## src/rtl/sni_sdram_arbiter_if.sv

```systemverilog
// Bundle of the two requester ports, the SDRAM controller port and vblank.
// Latency: none, this only groups wires.
// Backpressure: none, requesters and controller use single-cycle pulses.
interface sni_sdram_arbiter_if;
    logic        vblank;

    logic [24:0] a_addr;
    logic [7:0]  a_data;
    logic        a_rd_req;
    logic        a_wr_req;
    logic        a_ready;
    logic [7:0]  a_q;

    logic [24:0] b_addr;
    logic [7:0]  b_data;
    logic        b_rd_req;
    logic        b_wr_req;
    logic        b_ready;
    logic [7:0]  b_q;

    logic [24:0] m_addr;
    logic [7:0]  m_data;
    logic        m_rd_req;
    logic        m_wr_req;
    logic        m_ready;
    logic [7:0]  m_q;

    // Arbiter side: it receives the requester ports and drives the controller.
    modport slave (
        input  vblank,
        input  a_addr, a_data, a_rd_req, a_wr_req,
        output a_ready, a_q,
        input  b_addr, b_data, b_rd_req, b_wr_req,
        output b_ready, b_q,
        output m_addr, m_data, m_rd_req, m_wr_req,
        input  m_ready, m_q
    );

    // Environment side: requesters plus the SDRAM controller.
    modport master (
        output vblank,
        output a_addr, a_data, a_rd_req, a_wr_req,
        input  a_ready, a_q,
        output b_addr, b_data, b_rd_req, b_wr_req,
        input  b_ready, b_q,
        input  m_addr, m_data, m_rd_req, m_wr_req,
        output m_ready, m_q
    );
endinterface

```

## src/rtl/sni_sdram_arbiter.sv

```systemverilog
// Shares one byte-wide SDRAM request port between the SNES core (A, priority) and SNI debug (B).
// Latency: request pulse to m_*_req 2 cycles minimum; m_ready to X_ready 1 cycle.
// Backpressure: one slot per port; a pulse while that port is pending or in flight is dropped.
// Build option SNI_VBLANK_ONLY_EN: port B may only be granted while vblank=1.
module sni_sdram_arbiter #(
    // Consecutive A grants tolerated while B waits (1..15).
    parameter int unsigned MAX_DEFER = 4
) (
    input  logic               clk,
    input  logic               reset,
    sni_sdram_arbiter_if.slave bus
);
    localparam logic [3:0] MAX_DEFER_C = 4'(MAX_DEFER);

    typedef struct packed {
        logic [24:0] addr;
        logic [7:0]  data;
        logic        we;
    } req_slot_t;

    typedef enum logic [1:0] {
        IDLE   = 2'd0,
        BUSY_A = 2'd1,
        BUSY_B = 2'd2
    } state_t;

    state_t      state;
    req_slot_t   slot_a;
    req_slot_t   slot_b;
    logic        pend_a;
    logic        pend_b;
    logic        cur_we;
    logic [3:0]  defer_cnt;

    logic [24:0] m_addr_r;
    logic [7:0]  m_data_r;
    logic        m_rd_r;
    logic        m_wr_r;
    logic        a_ready_r;
    logic        b_ready_r;
    logic [7:0]  a_q_r;
    logic [7:0]  b_q_r;

    logic        a_take;
    logic        b_take;
    logic        b_eligible;
    logic        grant_a;
    logic        grant_b;

    assign bus.m_addr   = m_addr_r;
    assign bus.m_data   = m_data_r;
    assign bus.m_rd_req = m_rd_r;
    assign bus.m_wr_req = m_wr_r;
    assign bus.a_ready  = a_ready_r;
    assign bus.a_q      = a_q_r;
    assign bus.b_ready  = b_ready_r;
    assign bus.b_q      = b_q_r;

`ifndef SNI_VBLANK_ONLY_EN
    logic unused_vblank;
    assign unused_vblank = bus.vblank;
`endif

    // Capture qualification and grant decision. The m_ready cycle already counts as
    // finished, so a requester that re-pulses then is armed for the next IDLE cycle;
    // that is what lets A win repeatedly and makes the defer bound meaningful.
    always_comb begin
        a_take = (bus.a_rd_req | bus.a_wr_req) & ~pend_a
                 & ~((state == BUSY_A) & ~bus.m_ready);
        b_take = (bus.b_rd_req | bus.b_wr_req) & ~pend_b
                 & ~((state == BUSY_B) & ~bus.m_ready);
`ifdef SNI_VBLANK_ONLY_EN
        b_eligible = pend_b & bus.vblank;
`else
        b_eligible = pend_b;
`endif
        grant_a = (state == IDLE) & pend_a
                  & (~b_eligible | (defer_cnt < MAX_DEFER_C));
        grant_b = (state == IDLE) & ~grant_a & b_eligible;
    end

    // Request slots: latch address, data and direction when a pulse is accepted;
    // rd and wr together is stored as a write.
    always_ff @(posedge clk) begin
        if (reset) begin
            slot_a <= '0;
            slot_b <= '0;
        end else begin
            if (a_take) begin
                slot_a <= '{addr: bus.a_addr, data: bus.a_data, we: bus.a_wr_req};
            end
            if (b_take) begin
                slot_b <= '{addr: bus.b_addr, data: bus.b_data, we: bus.b_wr_req};
            end
        end
    end

    // Arbitration FSM: issue one transfer at a time, hold the address bus while busy,
    // and route the completion and read data back to the owning port.
    always_ff @(posedge clk) begin
        if (reset) begin
            state     <= IDLE;
            pend_a    <= 1'b0;
            pend_b    <= 1'b0;
            cur_we    <= 1'b0;
            m_addr_r  <= '0;
            m_data_r  <= '0;
            m_rd_r    <= 1'b0;
            m_wr_r    <= 1'b0;
            a_ready_r <= 1'b0;
            b_ready_r <= 1'b0;
            a_q_r     <= '0;
            b_q_r     <= '0;
        end else begin
            m_rd_r    <= 1'b0;
            m_wr_r    <= 1'b0;
            a_ready_r <= 1'b0;
            b_ready_r <= 1'b0;
            pend_a    <= (pend_a & ~grant_a) | a_take;
            pend_b    <= (pend_b & ~grant_b) | b_take;

            case (state)
                IDLE: begin
                    if (grant_a) begin
                        state    <= BUSY_A;
                        m_addr_r <= slot_a.addr;
                        m_data_r <= slot_a.data;
                        m_wr_r   <= slot_a.we;
                        m_rd_r   <= ~slot_a.we;
                        cur_we   <= slot_a.we;
                    end else if (grant_b) begin
                        state    <= BUSY_B;
                        m_addr_r <= slot_b.addr;
                        m_data_r <= slot_b.data;
                        m_wr_r   <= slot_b.we;
                        m_rd_r   <= ~slot_b.we;
                        cur_we   <= slot_b.we;
                    end
                end
                BUSY_A: begin
                    if (bus.m_ready) begin
                        state     <= IDLE;
                        a_ready_r <= 1'b1;
                        if (!cur_we) begin
                            a_q_r <= bus.m_q;
                        end
                    end
                end
                BUSY_B: begin
                    if (bus.m_ready) begin
                        state     <= IDLE;
                        b_ready_r <= 1'b1;
                        if (!cur_we) begin
                            b_q_r <= bus.m_q;
                        end
                    end
                end
                default: begin
                    state <= IDLE;
                end
            endcase
        end
    end

    // Starvation bound: count A grants taken while B waits, saturating; any cycle with
    // B not waiting, or a B grant, restarts the count.
    always_ff @(posedge clk) begin
        if (reset) begin
            defer_cnt <= '0;
        end else if (grant_b) begin
            defer_cnt <= '0;
        end else if (grant_a && pend_b) begin
            if (defer_cnt < MAX_DEFER_C) begin
                defer_cnt <= defer_cnt + 4'd1;
            end
        end else if (!pend_b) begin
            defer_cnt <= '0;
        end
    end

    // A grant issues exactly one strobe, and only the owning port sees a completion.
    a_one_strobe: assert property (@(posedge clk) disable iff (reset) !(m_rd_r && m_wr_r));
    a_one_ready:  assert property (@(posedge clk) disable iff (reset) !(a_ready_r && b_ready_r));

endmodule

```

## src/flat_wrapper.sv

```systemverilog
// flat-port wrapper written by rule: the top's interface ports become plain ports
module sni_sdram_arbiter_flat 
#(
                                                            
    parameter int unsigned MAX_DEFER = 4
)
  (clk, reset, bus_vblank, bus_a_addr, bus_a_data, bus_a_rd_req, bus_a_wr_req, bus_a_ready, bus_a_q, bus_b_addr, bus_b_data, bus_b_rd_req, bus_b_wr_req, bus_b_ready, bus_b_q, bus_m_addr, bus_m_data, bus_m_rd_req, bus_m_wr_req, bus_m_ready, bus_m_q);
  sni_sdram_arbiter_if bus_i ();
  input  logic clk;
  input  logic reset;
  input wire logic [$bits(bus_i.vblank)-1:0] bus_vblank;
  input wire logic [$bits(bus_i.a_addr)-1:0] bus_a_addr;
  input wire logic [$bits(bus_i.a_data)-1:0] bus_a_data;
  input wire logic [$bits(bus_i.a_rd_req)-1:0] bus_a_rd_req;
  input wire logic [$bits(bus_i.a_wr_req)-1:0] bus_a_wr_req;
  output wire logic [$bits(bus_i.a_ready)-1:0] bus_a_ready;
  output wire logic [$bits(bus_i.a_q)-1:0] bus_a_q;
  input wire logic [$bits(bus_i.b_addr)-1:0] bus_b_addr;
  input wire logic [$bits(bus_i.b_data)-1:0] bus_b_data;
  input wire logic [$bits(bus_i.b_rd_req)-1:0] bus_b_rd_req;
  input wire logic [$bits(bus_i.b_wr_req)-1:0] bus_b_wr_req;
  output wire logic [$bits(bus_i.b_ready)-1:0] bus_b_ready;
  output wire logic [$bits(bus_i.b_q)-1:0] bus_b_q;
  output wire logic [$bits(bus_i.m_addr)-1:0] bus_m_addr;
  output wire logic [$bits(bus_i.m_data)-1:0] bus_m_data;
  output wire logic [$bits(bus_i.m_rd_req)-1:0] bus_m_rd_req;
  output wire logic [$bits(bus_i.m_wr_req)-1:0] bus_m_wr_req;
  input wire logic [$bits(bus_i.m_ready)-1:0] bus_m_ready;
  input wire logic [$bits(bus_i.m_q)-1:0] bus_m_q;
  assign bus_i.vblank = bus_vblank;
  assign bus_i.a_addr = bus_a_addr;
  assign bus_i.a_data = bus_a_data;
  assign bus_i.a_rd_req = bus_a_rd_req;
  assign bus_i.a_wr_req = bus_a_wr_req;
  assign bus_a_ready = bus_i.a_ready;
  assign bus_a_q = bus_i.a_q;
  assign bus_i.b_addr = bus_b_addr;
  assign bus_i.b_data = bus_b_data;
  assign bus_i.b_rd_req = bus_b_rd_req;
  assign bus_i.b_wr_req = bus_b_wr_req;
  assign bus_b_ready = bus_i.b_ready;
  assign bus_b_q = bus_i.b_q;
  assign bus_m_addr = bus_i.m_addr;
  assign bus_m_data = bus_i.m_data;
  assign bus_m_rd_req = bus_i.m_rd_req;
  assign bus_m_wr_req = bus_i.m_wr_req;
  assign bus_i.m_ready = bus_m_ready;
  assign bus_i.m_q = bus_m_q;
  sni_sdram_arbiter #(.MAX_DEFER(MAX_DEFER)) u_core (.clk(clk), .reset(reset), .bus(bus_i));
endmodule
```

## config.mk

```make
export PLATFORM = sky130hd
export DESIGN_NAME = sni_sdram_arbiter_flat
export DESIGN_NICKNAME = d
export VERILOG_FILES = /design/src/rtl/sni_sdram_arbiter_if.sv /design/src/rtl/sni_sdram_arbiter.sv /design/src/flat_wrapper.sv
export SDC_FILE = /design/constraint.sdc
export NUM_CORES = 1
export LEC_CHECK = 0
export ABC_CLOCK_PERIOD_IN_PS = 4000
export BUFFER_PORTS_ARGS = -buffer_cell sky130_fd_sc_hd__buf_2
export CAP_MARGIN = 25
export CORE_MARGIN = 2
export CORE_UTILIZATION = 40
export DETAILED_ROUTE_END_ITERATION = 8
export PLACE_DENSITY = 0.72
export RECOVER_POWER = 100
export SLEW_MARGIN = 20
export SYNTH_ARGS = -nofsm -noshare
export SYNTH_HDL_FRONTEND = slang
export SYNTH_SLANG_ARGS = --single-unit
export TNS_END_PERCENT = 10
```

## constraint.sdc

```tcl
create_clock -name clk -period 4 [get_ports clk]
set_input_delay 0.4 -clock clk [delete_from_list [all_inputs] [get_ports clk]]
set_output_delay 0.4 -clock clk [all_outputs]
set_load 0.05 [all_outputs]
```

==> run summary <==
* 0.8598% — Adder-Cell Fraction of Synth Area
* 1033 um — Met3 Routed Length
* finished with violations — status
* 0 — total grt overflow
* 0 — # DRC
* 732 — syn nets
* 0.01553 mm2 — DIE AREA
* 75 — Max Fanout on Critical Path
* 406.2 MHz — f_max
* 17 — number of CTS-inserted buffers
* 0 — final number of setup-violating endpoints
* sky130_fd_sc_hd__dfxtp_1, sky130_fd_sc_hd__buf_2, sky130_fd_sc_hd__a21oi_1 — most used cells in the layout excluding fill and tap cells
* 0 ns — final sum of negative setup slack
* 2.752% — fraction of synthesized area in multiplexers
* 0% — parity-gate share of the synthesized area counting xor and xnor cells
* 4.33 ns — data required time of the worst path
* clkbuf_2, nand2_1, buf_4, or3_1, a21oi_1 — critical path, cell by cell
* input port to register — path class of the lowest-slack min-delay path
* 7482 um — M1 wire length
* no — unrepaired setup endpoints after global routing
* 0.2283 ns — tightest hold margin
* 2.79 ns — data arrival time at the worst-slack endpoint
* 26150 um — first-pass GRT wire length
* 2 — maximum count of clock buffers along a single path
* 167 — fin. max-slew vios
* 20.67% — combined global-route utilization of all metal layers
* 651.8 mW/mm2 — power per unit of standard cell area
* 0 — # Post-CTS Setup Buffers
* 490 — initial DRC count
* 0.90 ns — largest incremental delay on the critical path
* 0.2484 mV — VDD IR-drop max
* 32 — number of distinct standard cells referenced by the synthesized netlist
* met4 — highest metal used
* 2.733 nW — leakage power summed over all cells
* 0 — antenna diode count
* 5098 — via count of the first global-routing pass
* 3 — max-cap violation count
* buffers and inverters — dominant delay contributor by cell family on the critical path
* 0 — post-CTS resize count
* 4 — H-tree depth
* sky130_fd_sc_hd__clkbuf_2 — cell at the slowest stage of the critical path
* 1.54 ns — worst reg-to-reg setup slack
* sky130_fd_sc_hd__clkbuf_16 — CTS root buf
* 135 — I/O pins
* 0 — number of hold buffers added after CTS
* 0 — Post-DRT Antenna Nets
* 40.51% — Initial Util
* 15970 um — Routed WL
* 61.54% — final cycle utilization of the critical path
* 0.006576 ns — clock skew after layout
* register — sort of element at the start of the critical path
* 0 — hold violation total from the final report
* 5 — iteration count of the initial detailed-routing pass
* 7246 um — met2 WL
* register — element type at the critical path end
* 124.6 um — Horiz. Die Dim
* 130 — flip-flop and latch count after synthesis
* 0.7485 — Final Wtd Congestion
* 44.71% — Seq/Total Area, Yosys
* 922 — non-filler instance count after layout
* 890 — placed insts
* 18.02% — fraction of final layout cells with drive strength greater than 1
* sky130_fd_sc_hd__dfxtp_1 — most common library cell in the layout ignoring fill and taps
* 17.32 um — routed length per placed instance
* -31.74% — tightest slew margin relative to the limit
* 19.63% — share of synthesized cell area in and, or, nand and nor gates
* register to register — worst setup path category
* 24.63% — share of the synthesized area in compound gates (AO/OA/AOI/OAI)
* 0 — initial antenna violation count
* 9.010 um2 — mean instance size in the synthesized netlist
* 0.005821 mm2 — Post-Syn Area
* 646 — gate count of the mapped netlist
* 5.841 — via/cell ratio
* 130 — sink count of the clock tree
* built — CTS tree
* 124.6 um — overall die height
* max-capacitance violations, max-slew violations — violated checks
* 811 — final layout net count
* 2 — buffering stage count on the worst path with inverters included
* 9713 um — dpl hpwl
* 133 — number of port buffers
* 0.01437 mm2 — Core Box Area
* 19.50% — Layout Area Growth over Synthesis
* 0.06 ns — clock-pin slew of the registers on the worst-case setup and hold paths
* 48.41% — utilization after layout
* 44 — FP Rows
* 1.976 ns — Tightest Pin Transition
* 5385 — routed via count
* 0.42 ns — clock latency reported for the late side of the worst-skew pair
* 95 — pin count of the biggest net entering global routing
* 2.462 ns — minimum clock period after layout
* 0 — Warnings, synthesis
* compound AO/OA/AOI/OAI gates — main combinational cell family by area after synthesis
==> registers in the layout, summed over array words and instances, names as in the netlist, 2 cells and up <==
signal / count
u_core.slot_a: 34
u_core.bus.a_q: 8
u_core.slot_b: 34
u_core.bus.b_q: 8
u_core.bus.m_data: 8
u_core.state: 2
u_core.bus.m_addr: 25
u_core.defer_cnt: 4
==> tightest hold or removal path: cells and delay by family <==
kind / cells / cell delay, ns
AND/OR/NAND/NOR: 1 / 0.07
multiplexers: 1 / 0.05
buffers and inverters: 1 / 0.09
==> final timing paths <==
check | startpoint | endpoint | cells past startpoint
worst max register to register | u_core.pend_a | u_core.bus.m_rd_req | 5
worst min-delay path | bus_m_q[2] | u_core.bus.b_q[2] | 3
worst min register to register | u_core.slot_b[28] | u_core.slot_b[28] | 2
worst max-delay path | u_core.pend_a | u_core.bus.m_rd_req | 5
==> cell type report <==
type                    instances  area [um2]
fillers                      1411        7413
clock inverters                14       188.9
inverters                       5       18.77
repair buffers                145       686.9
well taps                     184       230.2
multi-input cells             426        2798
flip-flops and latches        130        2604
clock buffers                  18       429.2
==> power by group <==
part           switching, mW  internal, mW  total [mW]
sequential             0.120          1.50        1.62
clock                  0.582          1.04        1.62
combinational          0.931         0.359        1.29
total                   1.63          2.90        4.53
==> per-stage QoR <==
stage / instance area [um2] / power [mW] / setup WS (ns)
after floorplan: 5821 / 2.688 / 2.552
final: 6955 / 4.534 / 1.538
after detailed placement: 6420 / 2.967 / 1.729
after global placement: 6420 / 2.946 / 1.794
after CTS: 7038 / 4.598 / 1.725
after global routing: 6955 / 4.761 / 1.246
==> cells by family (layout without fill, tap and decap cells) <==
kind of cell / count (synthesis) / in the layout
and+or+nand+nor: 183 / 183
AOI/OAI and AO/OA: 223 / 223
adders and majority gates: 4 / 4
DFF: 130 / 130
muxes: 16 / 16
buffers and inverters: 90 / 182
==> synthesized netlist by cell type (all sizes together) <==
| library cell | number | area share, % |
|---|---|---|
| buf | 38 | 4.1 |
| or2 | 2 | 0.21 |
| mux2i | 16 | 2.8 |
| nand2b | 5 | 0.54 |
| nand2 | 3 | 0.19 |
| o31ai | 68 | 8.8 |
| nand3 | 35 | 3.0 |
| nor3b | 3 | 0.39 |
| or3 | 3 | 0.32 |
| nand4 | 1 | 0.11 |
| o211a | 1 | 0.17 |
| dfxtp | 130 | 45 |
| and2 | 1 | 0.11 |
| a21oi | 77 | 6.6 |
| nor3 | 1 | 0.086 |
| o21a | 2 | 0.26 |
| nand3b | 5 | 0.64 |
| clkbuf | 47 | 3.0 |
| o211ai | 2 | 0.26 |
| o21ba | 1 | 0.17 |
| ha | 4 | 0.86 |
| a311oi | 33 | 5.0 |
| inv | 5 | 0.32 |
| o21ai | 39 | 3.4 |
| nor2 | 52 | 3.4 |
| and3b | 2 | 0.30 |
| nand4b | 66 | 9.9 |
| nor2b | 4 | 0.43 |
==> metal layers <==
layer | global-route usage [%] | up-vias
li1 | - | 2600
met1 | 28.52 | 2578
met2 | 32.08 | 190
met3 | 4.811 | 17
met4 | 6.609 | 0
met5 | 0 | -
No activity file was read; power rests on OpenSTA's default activity.
